[config.mk]
export PLATFORM = sky130hd
export DESIGN_NAME = song_sequencer
export DESIGN_NICKNAME = d
export VERILOG_FILES = /design/src/rtl/song_pkg.sv /design/src/rtl/note_timer.sv /design/src/rtl/song_sequencer.sv
export SDC_FILE = /design/constraint.sdc
export NUM_CORES = 1
export LEC_CHECK = 0
export CAP_MARGIN = 20
export CORE_ASPECT_RATIO = 0.8
export CORE_MARGIN = 2
export CORE_UTILIZATION = 51
export DETAILED_ROUTE_END_ITERATION = 16
export GPL_ROUTABILITY_DRIVEN = 1
export PLACE_DENSITY = 0.79
export REMOVE_ABC_BUFFERS = 1
export SLEW_MARGIN = 10
export SYNTH_ARGS = -nofsm -noshare
export SYNTH_HDL_FRONTEND = slang
export SYNTH_HIERARCHICAL = 1
export SYNTH_SLANG_ARGS = --single-unit
[constraint.sdc]
create_clock -name clk -period 3.35 [get_ports clk]
set_clock_uncertainty 0.1 [all_clocks]
set_input_delay 0.335 -clock clk [delete_from_list [all_inputs] [get_ports clk]]
set_output_delay 0.335 -clock clk [all_outputs]
set_load 0.05 [all_outputs]
[src/rtl/song_pkg.sv]
// Shared types, widths and ROM word helpers for the song sequencer.
package song_pkg;

  localparam int NOTE_W         = 6;
  localparam int DUR_W          = 6;
  localparam int IDX_W          = 5;
  localparam int SONG_W         = 2;
  localparam int ADDR_W         = SONG_W + IDX_W;
  localparam int ROM_W          = NOTE_W + DUR_W;
  localparam int NOTES_PER_SONG = 32;

  // A zero duration in a ROM word marks the end of a song.
  localparam logic [DUR_W-1:0] END_DUR = 6'd0;

  typedef enum logic [2:0] {
    ST_IDLE,
    ST_FETCH,
    ST_WAIT,
    ST_LOAD,
    ST_PLAY,
    ST_PAUSED
  } state_e;

  // ROM word layout is {note, duration}.
  function automatic logic [NOTE_W-1:0] rom_note(input logic [ROM_W-1:0] word);
    return word[ROM_W-1:DUR_W];
  endfunction

  function automatic logic [DUR_W-1:0] rom_dur(input logic [ROM_W-1:0] word);
    return word[DUR_W-1:0];
  endfunction

endpackage

[src/rtl/note_timer.sv]
// Beat counter for the note currently sounding; flags the beat that ends it.
module note_timer
  import song_pkg::*;
(
  input  logic             clk,
  input  logic             reset_n,
  input  logic             load,
  input  logic             enable,
  input  logic             beat,
  input  logic [DUR_W-1:0] dur_in,
  output logic             expire
);

  logic [DUR_W-1:0] beat_cnt_q, beat_cnt_d;
  logic [DUR_W-1:0] dur_q, dur_d;

  // Load restarts the count for a new entry; otherwise count beats only while enabled.
  always_comb begin
    beat_cnt_d = beat_cnt_q;
    dur_d      = dur_q;
    if (load) begin
      beat_cnt_d = '0;
      dur_d      = dur_in;
    end else if (enable && beat) begin
      beat_cnt_d = beat_cnt_q + DUR_W'(1);
    end
  end

  // Counter and duration registers.
  always_ff @(posedge clk or negedge reset_n) begin
    if (!reset_n) begin
      beat_cnt_q <= '0;
      dur_q      <= '0;
    end else begin
      beat_cnt_q <= beat_cnt_d;
      dur_q      <= dur_d;
    end
  end

  // The last beat of the note is the one that lands on count dur-1.
  always_comb begin
    expire = enable && beat && (beat_cnt_q == (dur_q - DUR_W'(1)));
  end

endmodule

[src/rtl/song_sequencer.sv]
// Walks one song of the song ROM, timing each entry in beats and presenting
// the current note to the player; handles pause, song change and end marker.
module song_sequencer
  import song_pkg::*;
(
  input  logic              clk,
  input  logic              reset_n,
  input  logic              play,
  input  logic [SONG_W-1:0] song_sel,
  input  logic              beat,
  output logic [ADDR_W-1:0] rom_addr,
  input  logic [ROM_W-1:0]  rom_dout,
  output logic [NOTE_W-1:0] note,
  output logic              note_valid,
  output logic              new_note,
  output logic              song_done,
  output logic              playing,
  output logic [IDX_W-1:0]  note_idx
);

  state_e            state_q, state_d;
  logic [SONG_W-1:0] song_q, song_d;
  logic [IDX_W-1:0]  idx_q, idx_d;
  logic [NOTE_W-1:0] note_q, note_d;
  logic [ADDR_W-1:0] rom_addr_q, rom_addr_d;
  logic              new_note_q, new_note_d;
  logic              song_done_q, song_done_d;
  logic              done_hold_q, done_hold_d;
  logic              pending_q, pending_d;
  logic              set_hold;

  logic              sel_change;
  logic              is_end_word;
  logic              timer_load;
  logic              timer_en;
  logic              timer_expire;

  // A song change restarts the fetch from any non-idle state and overrides everything else.
  assign sel_change  = (state_q != ST_IDLE) && (song_sel != song_q);
  assign is_end_word = (rom_dur(rom_dout) == END_DUR);
  assign timer_load  = (state_q == ST_LOAD) && !sel_change && !is_end_word;
  assign timer_en    = (state_q == ST_PLAY) && !sel_change && play;

  note_timer u_note_timer (
    .clk     (clk),
    .reset_n (reset_n),
    .load    (timer_load),
    .enable  (timer_en),
    .beat    (beat),
    .dur_in  (rom_dur(rom_dout)),
    .expire  (timer_expire)
  );

  // State and datapath registers.
  always_ff @(posedge clk or negedge reset_n) begin
    if (!reset_n) begin
      state_q     <= ST_IDLE;
      song_q      <= '0;
      idx_q       <= '0;
      note_q      <= '0;
      rom_addr_q  <= '0;
      new_note_q  <= 1'b0;
      song_done_q <= 1'b0;
      done_hold_q <= 1'b0;
      pending_q   <= 1'b0;
    end else begin
      state_q     <= state_d;
      song_q      <= song_d;
      idx_q       <= idx_d;
      note_q      <= note_d;
      rom_addr_q  <= rom_addr_d;
      new_note_q  <= new_note_d;
      song_done_q <= song_done_d;
      done_hold_q <= done_hold_d;
      pending_q   <= pending_d;
    end
  end

  // Next state plus the entry bookkeeping that moves with each transition.
  always_comb begin
    state_d     = state_q;
    song_d      = song_q;
    idx_d       = idx_q;
    note_d      = note_q;
    new_note_d  = 1'b0;
    song_done_d = 1'b0;
    pending_d   = pending_q;
    set_hold    = 1'b0;

    if (sel_change) begin
      state_d   = ST_FETCH;
      song_d    = song_sel;
      idx_d     = '0;
      pending_d = 1'b0;
    end else begin
      case (state_q)
        ST_IDLE: begin
          if (play && !done_hold_q) begin
            state_d = ST_FETCH;
            song_d  = song_sel;
            idx_d   = '0;
          end
        end
        ST_FETCH: state_d = ST_WAIT;
        ST_WAIT:  state_d = ST_LOAD;
        ST_LOAD: begin
          if (is_end_word) begin
            state_d     = ST_IDLE;
            song_done_d = 1'b1;
            set_hold    = 1'b1;
          end else begin
            note_d = rom_note(rom_dout);
            if (play) begin
              state_d    = ST_PLAY;
              new_note_d = 1'b1;
              pending_d  = 1'b0;
            end else begin
              state_d   = ST_PAUSED;
              pending_d = 1'b1;
            end
          end
        end
        ST_PLAY: begin
          if (!play) begin
            state_d = ST_PAUSED;
          end else if (timer_expire) begin
            if (idx_q == IDX_W'(NOTES_PER_SONG - 1)) begin
              state_d     = ST_IDLE;
              song_done_d = 1'b1;
              set_hold    = 1'b1;
            end else begin
              state_d = ST_FETCH;
              idx_d   = idx_q + IDX_W'(1);
            end
          end
        end
        ST_PAUSED: begin
          if (play) begin
            state_d    = ST_PLAY;
            new_note_d = pending_q;
            pending_d  = 1'b0;
          end
        end
        default: state_d = ST_IDLE;
      endcase
    end

    done_hold_d = play ? (done_hold_q | set_hold) : 1'b0;
    rom_addr_d  = (state_d == ST_FETCH) ? {song_d, idx_d} : rom_addr_q;
  end

  // Output decode from the registered state.
  always_comb begin
    rom_addr   = rom_addr_q;
    note       = note_q;
    note_valid = (state_q == ST_PLAY);
    new_note   = new_note_q;
    song_done  = song_done_q;
    playing    = (state_q != ST_IDLE);
    note_idx   = idx_q;
  end

endmodule

==> impl_results.html, run 1 <==
<table>
<tr><th>Metric</th><th>Value</th></tr>
<tr><th colspan="2">Outcome</th></tr>
<tr><td>Run status</td><td>finished clean</td></tr>
<tr><th colspan="2">STA</th></tr>
<tr><td>Worst slew slack as a fraction of its limit</td><td>43.5%</td></tr>
<tr><td>Final setup violating endpoints</td><td>0</td></tr>
<tr><td>Final number of max-transition violations</td><td>0</td></tr>
<tr><td>Post-layout worst setup margin</td><td>0.222 ns</td></tr>
<tr><td>Peak clock frequency supported by timing</td><td>320 MHz</td></tr>
<tr><td>Total Neg Setup Slack</td><td>0 ns</td></tr>
<tr><td>Final critical delay including setup and external delays</td><td>3.13 ns</td></tr>
<tr><td>Hold Fails Final Rpt</td><td>0</td></tr>
<tr><td>Unrepaired setup endpoints after global routing</td><td>no</td></tr>
<tr><td>Crit share post-route</td><td>93.4%</td></tr>
<tr><td>Transition time of the tightest slew-check pin</td><td>0.848 ns</td></tr>
<tr><th colspan="2">Yosys</th></tr>
<tr><td>EDFF count, synth</td><td>0</td></tr>
<tr><td>Most instantiated flip-flop cell in the synthesis netlist</td><td>sky130_fd_sc_hd__dfrtp_1</td></tr>
<tr><td>Cell taking the most area after synthesis</td><td>sky130_fd_sc_hd__dfrtp_1</td></tr>
<tr><td>Post-Synthesis Cell Area</td><td>2030 sq um</td></tr>
<tr><td>Synthesized area per cell</td><td>10.9 sq um</td></tr>
<tr><td>Area fraction of the dominant cell type after synthesis</td><td>48.0%</td></tr>
<tr><td>Sequential share of the synthesized area</td><td>48.0%</td></tr>
<tr><td>Flip-flop and latch count after synthesis</td><td>39</td></tr>
<tr><td>Netlist cell types</td><td>44</td></tr>
<tr><td>Post-Synthesis Cells</td><td>187</td></tr>
<tr><td>FFs w/ async S/R, synth</td><td>100%</td></tr>
<tr><td>Yosys warnings</td><td>6</td></tr>
<tr><td>Top post-synthesis cells by area</td><td>sky130_fd_sc_hd__dfrtp_1 (48%), sky130_fd_sc_hd__mux2_2 (11%), sky130_fd_sc_hd__xor2_1 (3.9%), sky130_fd_sc_hd__xnor2_1 (3.4%), sky130_fd_sc_hd__nor2_1 (3.1%)</td></tr>
<tr><th colspan="2">Clocking</th></tr>
<tr><td>Count of clock tree sinks</td><td>39</td></tr>
<tr><td>Post-CTS setup buffers</td><td>0</td></tr>
<tr><td>Resized Gates After CTS</td><td>0</td></tr>
<tr><td>TritonCTS clock tree</td><td>done</td></tr>
<tr><td>Buffer cell driving the clock tree root</td><td>sky130_fd_sc_hd__clkbuf_8</td></tr>
<tr><td>CTS clock-pin slew for the worst setup and hold paths</td><td>0.08 ns</td></tr>
<tr><td># H-tree levels</td><td>2</td></tr>
<tr><td>Post-cts hold buffer count</td><td>0</td></tr>
<tr><td>Clock latency on the worst-skew pair</td><td>0.29 ns</td></tr>
<tr><td>Number of buffers added by the clock tree synthesis step</td><td>5</td></tr>
<tr><td>CTS max path bufs</td><td>2</td></tr>
<tr><th colspan="2">Critical path</th></tr>
<tr><td>Biggest cell delay along the critical path</td><td>0.52 ns</td></tr>
<tr><td>Worst path cell trace</td><td>inv_1, ha_1, nor2b_1, xnor2_1, or3b_1, a2111oi_2, nand2_1, a211o_1, nand4_1, o31ai_4, mux2_2</td></tr>
<tr><td>Startpoint type of the worst setup path</td><td>register</td></tr>
<tr><td>Worst EP arrival</td><td>3.20 ns</td></tr>
<tr><td>CP Data Required Time</td><td>3.43 ns</td></tr>
<tr><td>Path type of the worst setup path</td><td>reg -&gt; reg</td></tr>
<tr><td>Kind of cell adding the most delay to the critical path</td><td>compound AO/OA/AOI/OAI gates</td></tr>
<tr><td>Crit. End Element</td><td>register</td></tr>
<tr><td>Buf+Inv Stages, Crit Path</td><td>1</td></tr>
<tr><td>Worst r2r src</td><td>u_note_timer/dur_q[0]$_DFFE_PN0P_</td></tr>
<tr><td>Depth of the most critical reg-to-reg path</td><td>11</td></tr>
<tr><td>Number of cells on the critical path</td><td>11</td></tr>
<tr><td>Worst setup slack for register-to-register paths</td><td>0.22 ns</td></tr>
<tr><td>Reg-to-reg endpoint</td><td>rom_addr[5]$_DFFE_PN0N_</td></tr>
<tr><td>Crit-path max FO</td><td>7</td></tr>
<tr><td>Max stage delay cell, worst path</td><td>sky130_fd_sc_hd__a2111oi_2</td></tr>
<tr><th colspan="2">Die</th></tr>
<tr><td>Standard-cell row count</td><td>20</td></tr>
<tr><td>Initial core utilization</td><td>53.5%</td></tr>
<tr><td>Area of the core</td><td>3800 sq um</td></tr>
<tr><td>Die Outline Area</td><td>4510 sq um</td></tr>
<tr><td>Die H</td><td>60.5 um</td></tr>
<tr><td>Die boundary width</td><td>74.6 um</td></tr>
<tr><td>Number of top-level design ports</td><td>40</td></tr>
<tr><th colspan="2">Power</th></tr>
<tr><td>LEAKAGE</td><td>1.12 nW</td></tr>
<tr><td>Tot Pwr</td><td>1.96 mW</td></tr>
<tr><td>Peak VDD IR</td><td>0.579 mV</td></tr>
<tr><td>Power density relative to cell area</td><td>752 nW/um^2</td></tr>
<tr><th colspan="2">Final layout</th></tr>
<tr><td>Syn-to-layout area delta</td><td>28.2%</td></tr>
<tr><td>Area of all placed cells without fillers</td><td>2610 sq um</td></tr>
<tr><td>Number of nets in the final layout</td><td>253</td></tr>
<tr><td>Proportion of layout cells with a drive suffix above 1</td><td>18.5%</td></tr>
<tr><td>Number of inserted diodes</td><td>0</td></tr>
<tr><th colspan="2">GRT</th></tr>
<tr><td>First-pass GRT wire length</td><td>6.71 mm</td></tr>
<tr><td>Number of global-route vias before repair</td><td>1444</td></tr>
<tr><td>GRT Overall Usage</td><td>20.1%</td></tr>
<tr><td>Grt ovf</td><td>0</td></tr>
<tr><td>Initial antenna violation count</td><td>0</td></tr>
<tr><td>Largest net degree at the start of global routing</td><td>40</td></tr>
<tr><th colspan="2">Placed design</th></tr>
<tr><td>Hpwl dp</td><td>2.97 mm</td></tr>
<tr><td>Post-placement setup slack</td><td>0.123 ns</td></tr>
<tr><td>Placement Cell Area</td><td>2500 sq um</td></tr>
<tr><td>Weighted congestion reported at the end of routability-driven placement</td><td>0.881</td></tr>
<tr><td>Count of buffers inserted at the top-level ports</td><td>39</td></tr>
<tr><th colspan="2">Drt</th></tr>
<tr><td>Average via count per standard cell</td><td>5.23</td></tr>
<tr><td>Number of DRC markers after the initial detailed-route iteration</td><td>109</td></tr>
<tr><td>Total number of vias</td><td>1507</td></tr>
<tr><td>Detailed-router iteration count before antenna repair</td><td>4</td></tr>
<tr><td>Post-detailed-routing wire length</td><td>4.03 mm</td></tr>
<tr><td>Detailed-route wire length per cell</td><td>14.0 um</td></tr>
<tr><td>Number of remaining DRC errors</td><td>0</td></tr>
<tr><td>Remaining number of nets flagged by the antenna check after routing</td><td>0</td></tr>
<tr><th colspan="2">Flow run</th></tr>
<tr><td>Max-capacitance violation count</td><td>0</td></tr>
<tr><th colspan="2">Worst hold path</th></tr>
<tr><td>Type of the tightest min-delay check</td><td>in -&gt; async</td></tr>
</table>
cells in the mapped netlist (2+ instances only):
cell                        n
sky130_fd_sc_hd__clkbuf_1   3
sky130_fd_sc_hd__o21a_1     2
sky130_fd_sc_hd__a21oi_1    4
sky130_fd_sc_hd__buf_2      3
sky130_fd_sc_hd__mux2_2    19
sky130_fd_sc_hd__nor2b_1    4
sky130_fd_sc_hd__nand2b_1   4
sky130_fd_sc_hd__and2_1     3
sky130_fd_sc_hd__dfrtp_1   39
sky130_fd_sc_hd__mux2i_1    3
sky130_fd_sc_hd__nor4_1     2
sky130_fd_sc_hd__nand4_1    8
sky130_fd_sc_hd__xor2_1     9
sky130_fd_sc_hd__nor3_1     2
sky130_fd_sc_hd__inv_1      4
sky130_fd_sc_hd__ha_1       3
sky130_fd_sc_hd__nand2_1   15
sky130_fd_sc_hd__o21ai_0    6
sky130_fd_sc_hd__nand3_1    4
sky130_fd_sc_hd__nor2_1    17
sky130_fd_sc_hd__and3_1     3
sky130_fd_sc_hd__xnor2_1    8
report_power, final:
| group | internal [mW] | switching (mW) |
|---|---|---|
| logic | 0.385 | 0.532 |
| clock network | 0.222 | 0.167 |
| registers | 0.583 | 0.0747 |
| total | 1.19 | 0.773 |
final cells by class:
class | instances | area [sq um]
fillers | 304 | 1190
multi-input cells | 137 | 1010
flip-flops and latches | 39 | 976
repair buffers | 45 | 430
clock buffers | 5 | 68.8
well taps | 55 | 68.8
clock inverters | 3 | 43.8
inverters | 4 | 15.0
sequential cells by signal (all words and copies together) (netlist names):
name,count
rom_addr,7
note,6
u_note_timer/beat_cnt_q,6
u_note_timer/dur_q,6
note_idx,5
state_q,3
song_q,2
done_hold_q,1
new_note,1
pending_q,1
song_done,1
how the worst max path moves through the flow:
stage	startpoint	to
2_1_floorplan	state_q[1]$_DFF_PN0_	rom_addr[0]$_DFFE_PN0N_
5_1_grt	u_note_timer/dur_q[0]$_DFFE_PN0P_	rom_addr[3]$_DFFE_PN0N_
3_3_place_gp	song_sel[1]	rom_addr[1]$_DFFE_PN0N_
6_report	u_note_timer/dur_q[0]$_DFFE_PN0P_	rom_addr[5]$_DFFE_PN0N_
4_1_cts	u_note_timer/dur_q[0]$_DFFE_PN0P_	rom_addr[5]$_DFFE_PN0N_
3_5_place_dp	song_sel[1]	rom_addr[5]$_DFFE_PN0N_
cells in the final DEF (no fill, tap or decap), types with 2 or more instances in the layout:
cell type	instances
sky130_fd_sc_hd__a21oi_1	4
sky130_fd_sc_hd__nor2_1	17
sky130_fd_sc_hd__nand4_1	8
sky130_fd_sc_hd__buf_4	6
sky130_fd_sc_hd__nand2b_1	4
sky130_fd_sc_hd__inv_1	4
sky130_fd_sc_hd__nor3_1	2
sky130_fd_sc_hd__and2_1	3
sky130_fd_sc_hd__dfrtp_1	39
sky130_fd_sc_hd__nand3_1	4
sky130_fd_sc_hd__xnor2_1	8
sky130_fd_sc_hd__nor2b_1	4
sky130_fd_sc_hd__nand2_1	15
sky130_fd_sc_hd__o21ai_0	6
sky130_fd_sc_hd__clkbuf_8	5
sky130_fd_sc_hd__nor4_1	2
sky130_fd_sc_hd__mux2_2	19
sky130_fd_sc_hd__and3_1	3
sky130_fd_sc_hd__ha_1	3
sky130_fd_sc_hd__mux2i_1	3
sky130_fd_sc_hd__xor2_1	9
sky130_fd_sc_hd__o21a_1	2
sky130_fd_sc_hd__clkdlybuf4s50_1	38
metal layers:
metal / up-vias / routed length (um) / global-route usage, %
li1: 742 / - / -
met1: 719 / 1890 / 28.4
met2: 41 / 1810 / 29.6
met3: 5 / 278 / 5.81
met4: 0 / 54 / 7.65
met5: - / 0 / 0
metrics by stage:
step / utilization [%] / instances / hold slack, ns
6_report: 68.6 / 288 / 0.0452
5_1_grt: 68.6 / 288 / 0.125
4_1_cts: 68.6 / 288 / 0.0725
3_5_place_dp: 65.6 / 280 / 0.393
3_3_place_gp: 65.6 / 280 / 0.387
2_1_floorplan: - / 180 / -0.0606
logic make-up after synthesis:
logic type,synth area share (%)
AOI/OAI and AO/OA,8.00
xor gates and xnor gates,8.12
adders and majority gates,1.85
buffers and inverters,2.58
DFF,48.0
muxes,12.0
and+or+nand+nor,19.5
(Power assumes the default switching activity.)
==> run 2: changes to the inputs <==
--- a/config.mk
+++ b/config.mk
@@ -9,6 +9,7 @@
 export CORE_ASPECT_RATIO = 0.8
 export CORE_MARGIN = 2
 export CORE_UTILIZATION = 51
+export CTS_CLUSTER_DIAMETER = 120
 export DETAILED_ROUTE_END_ITERATION = 16
 export GPL_ROUTABILITY_DRIVEN = 1
 export PLACE_DENSITY = 0.79
==> results of run 2 <==
Final layout, timing and power as in run 1 (identical DEF).
